File: src/rtl/asym_fifo_pkg.sv
// Shared types and elaboration helpers for the asymmetric BRAM FIFO controller.
package asym_fifo_pkg;

  // Output buffer occupancy; the encoding doubles as the entry count.
  typedef enum logic [1:0] {
    BufEmpty = 2'd0,
    BufOne   = 2'd1,
    BufTwo   = 2'd2
  } buf_state_e;

  // log2 of a power-of-two width ratio.
  function automatic int unsigned log2_ratio(input int unsigned ratio);
    int unsigned r;
    r = 0;
    for (int unsigned i = 0; i < 32; i++) begin
      if ((32'd1 << i) == ratio) r = i;
    end
    return r;
  endfunction

  // Wide-word address width derived from the narrow address width.
  function automatic int unsigned ra_width(input int unsigned wa_w, input int unsigned ratio);
    return wa_w - log2_ratio(ratio);
  endfunction

endpackage

File: src/rtl/asym_fifo_outbuf.sv
// Two-entry wide skid buffer that catches BRAM read data one cycle after rce.
// The upstream occupancy accounting guarantees no push into a full buffer
// unless a pop happens in the same cycle.
module asym_fifo_outbuf
  import asym_fifo_pkg::*;
#(
  parameter int unsigned W = 32
) (
  input  logic         clk,
  input  logic         rst_n,
  input  logic         push,
  input  logic [W-1:0] push_data,
  input  logic         pop,
  output logic         valid,
  output logic [W-1:0] data,
  output logic [1:0]   count
);

  buf_state_e   state_q;
  logic         valid_q;
  logic [W-1:0] head_q;
  logic [W-1:0] tail_q;

  // Occupancy FSM with registered valid; head_q is always the oldest word.
  always_ff @(posedge clk) begin
    if (!rst_n) begin
      state_q <= BufEmpty;
      valid_q <= 1'b0;
    end else begin
      case (state_q)
        BufEmpty: begin
          if (push) begin
            head_q  <= push_data;
            state_q <= BufOne;
            valid_q <= 1'b1;
          end
        end
        BufOne: begin
          if (push && pop) begin
            head_q <= push_data;
          end else if (push) begin
            tail_q  <= push_data;
            state_q <= BufTwo;
          end else if (pop) begin
            state_q <= BufEmpty;
            valid_q <= 1'b0;
          end
        end
        BufTwo: begin
          if (pop) begin
            head_q <= tail_q;
            if (push) tail_q <= push_data;
            else      state_q <= BufOne;
          end
        end
        default: begin
          state_q <= BufEmpty;
          valid_q <= 1'b0;
        end
      endcase
    end
  end

  assign valid = valid_q;
  assign data  = head_q;
  assign count = state_q;

endmodule

File: src/rtl/asym_bram_fifo_ctrl.sv
// Narrow-write / wide-read FIFO controller around an external asymmetric BRAM.
// Optional feature macro: ASYM_FIFO_LEVEL_EN adds the level and almost_full ports.
module asym_bram_fifo_ctrl
  import asym_fifo_pkg::*;
#(
  parameter int unsigned WD_W      = 8,
  parameter int unsigned RATIO     = 4,
  parameter int unsigned WA_W      = 12,
  parameter int unsigned AF_THRESH = (2 ** WA_W) - 16
) (
  input  logic                             clk,
  input  logic                             rst_n,
  input  logic                             s_valid,
  output logic                             s_ready,
  input  logic [WD_W-1:0]                  s_data,
  output logic                             m_valid,
  input  logic                             m_ready,
  output logic [WD_W*RATIO-1:0]            m_data,
  output logic                             wce,
  output logic [WA_W-1:0]                  wa,
  output logic [WD_W-1:0]                  wd,
  output logic                             rce,
  output logic [WA_W-log2_ratio(RATIO)-1:0] ra,
  input  logic [WD_W*RATIO-1:0]            rq
`ifdef ASYM_FIFO_LEVEL_EN
  ,
  output logic [WA_W:0]                    level,
  output logic                             almost_full
`endif
);

  localparam int unsigned DEPTH = 2 ** WA_W;
  localparam int unsigned RA_W  = ra_width(WA_W, RATIO);
  localparam int unsigned CW    = WA_W + 1;
  localparam int unsigned MD_W  = WD_W * RATIO;
  localparam logic [CW-1:0] DepthC = CW'(DEPTH);
  localparam logic [CW-1:0] RatioC = CW'(RATIO);

  if (RATIO < 2 || (RATIO & (RATIO - 1)) != 0) begin : g_bad_ratio
    $error("RATIO must be a power of two >= 2");
  end
  if (AF_THRESH > DEPTH + 2 * RATIO) begin : g_bad_thresh
    $error("AF_THRESH exceeds the maximum reachable level");
  end

  logic [WA_W-1:0] wptr_q, wptr_d;
  logic [RA_W-1:0] rptr_q, rptr_d;
  logic [CW-1:0]   cnt_q, cnt_d;
  logic            rce_q;
  logic            accept, pop, buf_valid;
  logic [1:0]      buf_cnt, occ;

  // Ready only tracks words still resident in RAM: once a wide word is read
  // out its RAM slots are free, so the buffered words do not block writes.
  assign s_ready = rst_n & (cnt_q < DepthC);
  assign accept  = s_valid & s_ready;
  assign wce     = accept;
  assign wa      = wptr_q;
  assign wd      = s_data;

  assign m_valid = rst_n & buf_valid;
  assign pop     = m_valid & m_ready;

  // Wide words buffered plus the one possibly in flight from the RAM.
  assign occ = buf_cnt + {1'b0, rce_q};
  assign rce = rst_n & (cnt_q >= RatioC) & ({1'b0, occ} < (3'd2 + {2'b0, pop}));
  assign ra  = rptr_q;

  // Pointer and count next-state.
  always_comb begin
    wptr_d = wptr_q + WA_W'(accept);
    rptr_d = rptr_q + RA_W'(rce);
    cnt_d  = cnt_q + CW'(accept) - (rce ? RatioC : '0);
  end

  // Pointer, count and read-in-flight state.
  always_ff @(posedge clk) begin
    if (!rst_n) begin
      wptr_q <= '0;
      rptr_q <= '0;
      cnt_q  <= '0;
      rce_q  <= 1'b0;
    end else begin
      wptr_q <= wptr_d;
      rptr_q <= rptr_d;
      cnt_q  <= cnt_d;
      rce_q  <= rce;
    end
  end

  asym_fifo_outbuf #(
    .W(MD_W)
  ) u_outbuf (
    .clk      (clk),
    .rst_n    (rst_n),
    .push     (rce_q),
    .push_data(rq),
    .pop      (pop),
    .valid    (buf_valid),
    .data     (m_data),
    .count    (buf_cnt)
  );

`ifdef ASYM_FIFO_LEVEL_EN
  localparam logic [CW-1:0] AfC = CW'(AF_THRESH);

  logic [1:0]    occ_d;
  logic [CW-1:0] total_d;

  assign occ_d   = occ - {1'b0, pop} + {1'b0, rce};
  assign total_d = cnt_d + RatioC * CW'(occ_d);

  // Level counts every narrow entry accepted but not yet consumed downstream.
  always_ff @(posedge clk) begin
    if (!rst_n) begin
      level       <= '0;
      almost_full <= 1'b0;
    end else begin
      level       <= total_d;
      almost_full <= (total_d >= AfC);
    end
  end
`endif

endmodule
File: config.mk
export PLATFORM = sky130hd
export DESIGN_NAME = asym_bram_fifo_ctrl
export DESIGN_NICKNAME = d
export VERILOG_FILES = /design/src/rtl/asym_fifo_pkg.sv /design/src/rtl/asym_fifo_outbuf.sv /design/src/rtl/asym_bram_fifo_ctrl.sv
export SDC_FILE = /design/constraint.sdc
export NUM_CORES = 1
export LEC_CHECK = 0
export CAP_MARGIN = 30
export CORE_ASPECT_RATIO = 1.5
export CORE_MARGIN = 4
export CORE_UTILIZATION = 30
export CTS_CLUSTER_DIAMETER = 150
export DETAILED_ROUTE_END_ITERATION = 10
export SLEW_MARGIN = 20
export SYNTH_ARGS = -nofsm -noshare
export SYNTH_HDL_FRONTEND = slang
export SYNTH_SLANG_ARGS = --single-unit
File: constraint.sdc
create_clock -name clk -period 4.1 [get_ports clk]
set_input_delay 0.41 -clock clk [delete_from_list [all_inputs] [get_ports clk]]
set_output_delay 0.41 -clock clk [all_outputs]
set_load 0.02 [all_outputs]
Word-level counts from Yosys, hierarchy flattened:

Cells that the tools add are included.

* register bits after elaboration: 103
* bits in latches: 0
* RAM bits: 0
* ROM bits: 0
* input port bits: 44
* memories kept: 0

* add/subtract/negate cells: 6
* multipliers: 0
* divide/modulo/power cells: 0
* magnitude comparators: 3
* equal/unequal tests: 10
* shift-type cells: 0
* multiplexer cells: 21
* bitwise logic cells: 7
* reduce and logical (&&, ||, !) cells: 8

Operators with widths (count)
* 2-to-1 mux 32 bit: 6
* case mux 32 bit (3 select lines): 1
* case mux 32 bit (2 select lines): 1
* AND reduction 5 bit: 3
* adder 13 x 1 -> 13 bit: 1
* >= comparator 13 x 3 -> 1 bit, second input constant: 1
* less-than comparator 13 bit, second input constant: 1
* subtractor 13 x 3 -> 13 bit: 1
* adder 12 x 1 -> 12 bit: 1
* 2-to-1 mux 2 bit: 6
* inequality test 2 bit, second input constant: 6
* adder 10 x 1 -> 10 bit: 1
* AND 1 bit: 6
* case mux 2 bit (3 select lines): 1
* 2-to-1 mux 1 bit: 4
* AND reduction 4 bit: 1
* adder 2 x 1 -> 3 bit, first input constant: 1
* less-than comparator 2 x 3 -> 1 bit: 1
* 2-to-1 mux 3 bit: 1
* inequality test 3 bit, second input constant: 1
* case mux 1 bit (3 select lines): 1
* nonzero test 3 bit: 1
* adder 2 x 1 -> 2 bit: 1
* equality test 2 x 1 -> 1 bit, second input constant: 1
* other kinds (6): 6

Logic depth before layout (Yosys ltp):

* word-level depth: 7
* gate-level depth with buffers: 15
* gate-level depth less buffers: 15

By module:

From an unflattened synthesis, not the netlist that was laid out.

* cell total of the unflattened synthesis: 372
* area total of the unflattened synthesis: 4895.9 µm²

Modules (own cells, without submodules)
* asym_fifo_outbuf: instances 1, cells an instance 126, area each 2661.3 µm²
* asym_bram_fifo_ctrl: instances 1, cells an instance 246, area each 2234.6 µm²

Worst setup path before layout:

OpenSTA, ideal clock, no wires.

* path type: reg-to-reg
* start: reg cnt_q[3]
* end: reg cnt_q[11]
* library setup time: 71 ps
* data arrival time: 2879 ps
* required time: 4029 ps
* slack: 1150 ps
* cell stages (with the launch flop): 16
* path buffers: 0
* clock period less this slack: 2950 ps
* cells stage by stage: dfxtp_1 inv_1 ha_1 nand2_1 nand3_1 nand2_1 a21boi_0 o311ai_0 ha_1 inv_1 ha_1 a211o_1 a221oi_4 o21bai_2 or4_1 a21oi_1

* word-level cells in the longest chain between the ends: 5
* elaborated cells on any way between the ends: 9
* classes of those cells: add/sub (2); order compare (2); mux (1); bitwise (4)

RTL lines
* from (decl): RTL line asym_bram_fifo_ctrl.sv:48 `logic [CW-1:0] cnt_q, cnt_d;`
* from (signal assigned): RTL line asym_bram_fifo_ctrl.sv:86 `cnt_q <= cnt_d;`
* less-than comparator 13 bit or >= comparator 13 x 3 -> 1 bit (tied branches): RTL line asym_bram_fifo_ctrl.sv:55, asym_bram_fifo_ctrl.sv:66
* AND 1 bit, on equally long branches: RTL line asym_bram_fifo_ctrl.sv:55, asym_bram_fifo_ctrl.sv:66
* AND 1 bit, on equally long branches: RTL line asym_bram_fifo_ctrl.sv:56, asym_bram_fifo_ctrl.sv:66
* adder 13 x 1 -> 13 bit or 2-to-1 mux 3 bit (tied branches): RTL line asym_bram_fifo_ctrl.sv:73 `cnt_d = cnt_q + CW'(accept) - (rce ? RatioC : '0);`
* subtractor 13 x 3 -> 13 bit *: RTL line asym_bram_fifo_ctrl.sv:73

Every way passes the cells marked *; elsewhere a longest branch is shown, timed or not.
A chain may end at the register's enable or synchronous reset.

Worst setup path in the final report:

* start: reg cnt_q[4]
* end: reg cnt_q[11]

Same word-level chain as after synthesis.

==> metrics.log <==
[metrics] status: finished, final reports clean
[metrics] Metal-1 WL: just over 4 mm
[metrics] power dissipated by switching net loads: between 1000 and 1500 µW
[metrics] clock slew seen by the registers of the worst setup and hold paths: 70 ps
[metrics] total congestion overflow after global routing: 0
[metrics] arrival time reported for the critical path endpoint: 3580 ps
[metrics] total die area: ~18000 µm²
[metrics] initial core utilization: a little under a third
[metrics] Worst Hold Margin: about 510 ps
[metrics] pwr/cell area: between 600 and 700 nW/µm²
[metrics] y dimension of the die: 161 µm
[metrics] clock root cell: clkbuf_16
[metrics] internal portion of total power: about 2400 µW
[metrics] cell with the most instances on the worst path: ha_1
[metrics] Final #Nets: 610
[metrics] worst slew margin relative to its limit: between 60% and 70%
[metrics] Slew Viols, Final: 0
[metrics] antenna violations before repair: 0
[metrics] power share of the clock group: between 20 and 25%
[metrics] gate count after technology mapping: approximately 440
[metrics] final period demand of the worst path: between 3000 and 4000 ps
[metrics] fraction of final layout cells sized beyond drive strength 1: ~5.0%
[metrics] number of buffers inserted during clock tree synthesis: 9
[metrics] largest stage delay on the critical path: a little over 400 ps
[metrics] sequential share of the synthesized area: approximately 58%
[metrics] relative contribution of combinational cells to total power: approximately two fifths
[metrics] footprint of the multi-input gates: approximately 1800 µm²
[metrics] FF+latch area: ~2700 µm²
[metrics] number of global-route vias before repair: between 3000 and 4000
[metrics] Clock H-tree levels: 3
[metrics] number of hold buffers added after CTS: 0
[metrics] maximum number of pins on one net before global-route repair: 34
[metrics] global-route wire length before repair: between 15 and 20 mm
[metrics] cell area after synthesis: around 4700 µm²
[metrics] CP top delay family: compound AO/OA/AOI/OAI gates
[metrics] portion of total power attributed to sequential cells: a little under two fifths
[metrics] Crit path depth: 15
[metrics] cell with the biggest individual delay on the critical path: or4_1
[metrics] deepest clock path buffer count: 2
[metrics] crit share post-route: between 80% and 90%
[metrics] worst reg2reg path depth: 15
[metrics] RePlAce Congestion: around 0.83
[metrics] worst-path fanout max: 4
[metrics] final clock skew: between 9 and 10 ps
[metrics] initial DRC count: 142
[metrics] achievable clock frequency: 302 MHz
[metrics] Total Power Consumption: 3660 µW
[metrics] switching share of total power: 35.6%
[metrics] cell count of the worst hold path: 2
[metrics] clk sink count: ~100
[metrics] cts repair resizes: 0
[metrics] final count of negative-setup-slack endpoints: 0
[metrics] required time of the worst setup path: between 4000 and 5000 ps
[metrics] count of buffers from port buffering: slightly above 90
[metrics] Core Box Area: ~15000 µm²
[metrics] final hold violation count: 0
[metrics] crit path capture type: flip-flop
[metrics] width of the die: 110 µm
[metrics] Lkg Pwr: 0.00235 µW
[metrics] number of cells in the design after placement: 722
[metrics] DP Worst Slack: between 500 and 600 ps
[metrics] count of distinct cell types in the synthesized netlist: between 40 and 50
[metrics] Final Instance Count excl. Fillers: 738
[metrics] TritonCTS clock tree: done
[metrics] synthesized flop and latch total: just over 100
[metrics] drt first pass iters: 4
[metrics] series of cell instances along the critical path: inv_1 > ha_1 > nand2_1 > nor3_1 > nand3_1 > nor2_1 > o311ai_0 > ha_1 > inv_1 > ha_1 > a211o_1 > a221oi_4 > o21bai_2 > or4_1 > a21oi_1
[metrics] overall routed net length: 9.99 mm
[metrics] number of buffers and inverters on the critical path: 2
[metrics] Ant. Diodes: 0
[metrics] Final WS setup: between 700 and 800 ps
[metrics] setup repair after global routing missed its margin: no
[metrics] type of the setup path with the least slack: flip-flop to flip-flop
[metrics] gr usage total: 11.4%
[metrics] number of routed nets with antenna violations: 0
[metrics] final setup TNS: 0 ps
[metrics] MaxCap Viol Count: 0
[metrics] number of core rows: between 50 and 60
[metrics] total half-perimeter wirelength after legalization and detailed placement: 7.29 mm
[metrics] min-delay worst type: flip-flop to flip-flop
[metrics] I/O pin total: 110
[metrics] mean instance size in the synthesized netlist: approximately 10 µm²
[metrics] Max VDD drop: about 0.28 mV
[metrics] average wire length per cell after detail routing: 13.5 µm
[metrics] warnings from Yosys: 0
[metrics] total DRC errors in the routed layout: 0
[metrics] Met3 Wirelength: ~700 µm
[metrics] later-pin clock latency in the skew report: ~340 ps
[metrics] via count normalized by instance count: approximately 4.5
[metrics] Synth-to-Final Area Change: 30.4%
[metrics] uppermost layer routed: met4
[metrics] worst slew pin tran: 463 ps
[metrics] via count: ~3300
[metrics] setup repair bufs after CTS: 0
[metrics] layout filler cell count: between 1000 and 1500
[metrics] net count after synthesis: 520
[metrics] startpoint kind of the worst setup timing path: flip-flop
[metrics] detailed-routed wire length on met2: around 5.0 mm
## synthesized netlist by cell type, drive strengths merged
library cell / n / area (µm²)
clkbuf: 12 / 45.0
nor3: 6 / 30.0
a31oi: 2 / 12.5
or3: 6 / 37.5
o22ai: 1 / 6.26
a211oi: 2 / 15.0
nor3b: 3 / 22.5
xnor2: 10 / 87.6
inv: 20 / 75.1
nand4: 1 / 6.26
xor2: 11 / 96.3
o31ai: 1 / 7.51
dfxtp: 39 / 781
o21ai: 11 / 55.1
a311oi: 2 / 17.5
o311ai: 1 / 8.76
o311a: 2 / 20.0
a221oi: 1 / 26.3
nand3: 15 / 75.1
a21boi: 2 / 15.0
a211o: 1 / 8.76
a21o: 1 / 7.51
or2: 1 / 6.26
and3: 5 / 31.3
nand2: 117 / 439
ha: 32 / 400
clkinv: 1 / 3.75
and2: 5 / 31.3
mux2i: 3 / 30.0
nor2: 32 / 120
buf: 8 / 60.1
o21bai: 2 / 18.8
edfxtp: 64 / 1920
a21oi: 14 / 70.1
nor2b: 6 / 37.5
or4: 1 / 7.51
nand2b: 3 / 18.8
## stage by stage
stage          area (µm²)  util [%]
2_1_floorplan        4650         -
3_3_place_gp         5780      38.2
3_5_place_dp         5780      38.2
4_1_cts              6070      40.1
5_1_grt              6070      40.1
6_report             6070      40.1
## tightest hold or removal path: stages, from the launching register on
cell	delay, ps
edfxtp_1	320
nand2_1	40
nand2_1	40
## per-layer routing
| layer | global-route usage, % | vias to the layer above |
|---|---|---|
| met5 | 0 | - |
| met4 | 4.03 | 0 |
| met3 | 2.81 | 12 |
| met2 | 20.1 | 85 |
| met1 | 13.1 | 1548 |
| li1 | - | 1675 |
## cells in the final DEF, fill, tap and decap left out, types with 11 or more instances in the layout
master           instances
edfxtp_1                64
clkdlybuf4s50_1         93
dfxtp_1                 39
ha_1                    32
nand3_1                 15
a21oi_1                 14
inv_1                   19
xor2_1                  11
nand2_1                117
nor2_1                  30
## layout make-up
| type | instances | area share [%] |
|---|---|---|
| sequential | 103 | 44.5 |
| inverter | 21 | 1.30 |
| clock inverter | 7 | 1.05 |
| timing repair buffer | 99 | 16.1 |
| multi-input combinational | 300 | 29.2 |
| clock buffer | 9 | 3.71 |
| tap | 199 | 4.10 |
## flip-flops by register name (all words and copies together) (netlist names)
register	cells
wa	12
u_outbuf.tail_q	32
u_outbuf.count	2
u_outbuf.data	32
cnt_q	13
rce_q	1
u_outbuf.valid	1
ra	10
## power groups by stage
stage	Clock, µW	Sequential [µW]	Combinational, µW
floorplan	0	1490	933
global placement	0	1410	1430
detailed placement	0	1420	1450
CTS	861	1400	1450
global route	899	1410	1620
finish	824	1390	1440
## path summary, 6_finish.rpt
| check | startpoint | to | slack (ps) |
|---|---|---|---|
| min | u_outbuf.tail_q[24] | u_outbuf.data[24] | 510 |
| max | cnt_q[4] | cnt_q[11] | 790 |
| max reg2reg | cnt_q[4] | cnt_q[11] | 790 |
| min reg2reg | u_outbuf.tail_q[24] | u_outbuf.data[24] | 510 |
## kinds of logic (layout without fill, tap and decap cells)
family / after synthesis / in the layout / share of synthesized area, %
AOI/OAI and AO/OA: 43 / 43 / 6.21
xor gates and xnor gates: 21 / 21 / 3.95
adders and majority gates: 32 / 32 / 8.60
buffers and inverters: 41 / 136 / 3.95
DFF: 103 / 103 / 58.1
muxes: 3 / 3 / 0.645
and+or+nand+nor: 201 / 201 / 18.6
(Power assumes the default switching activity.)
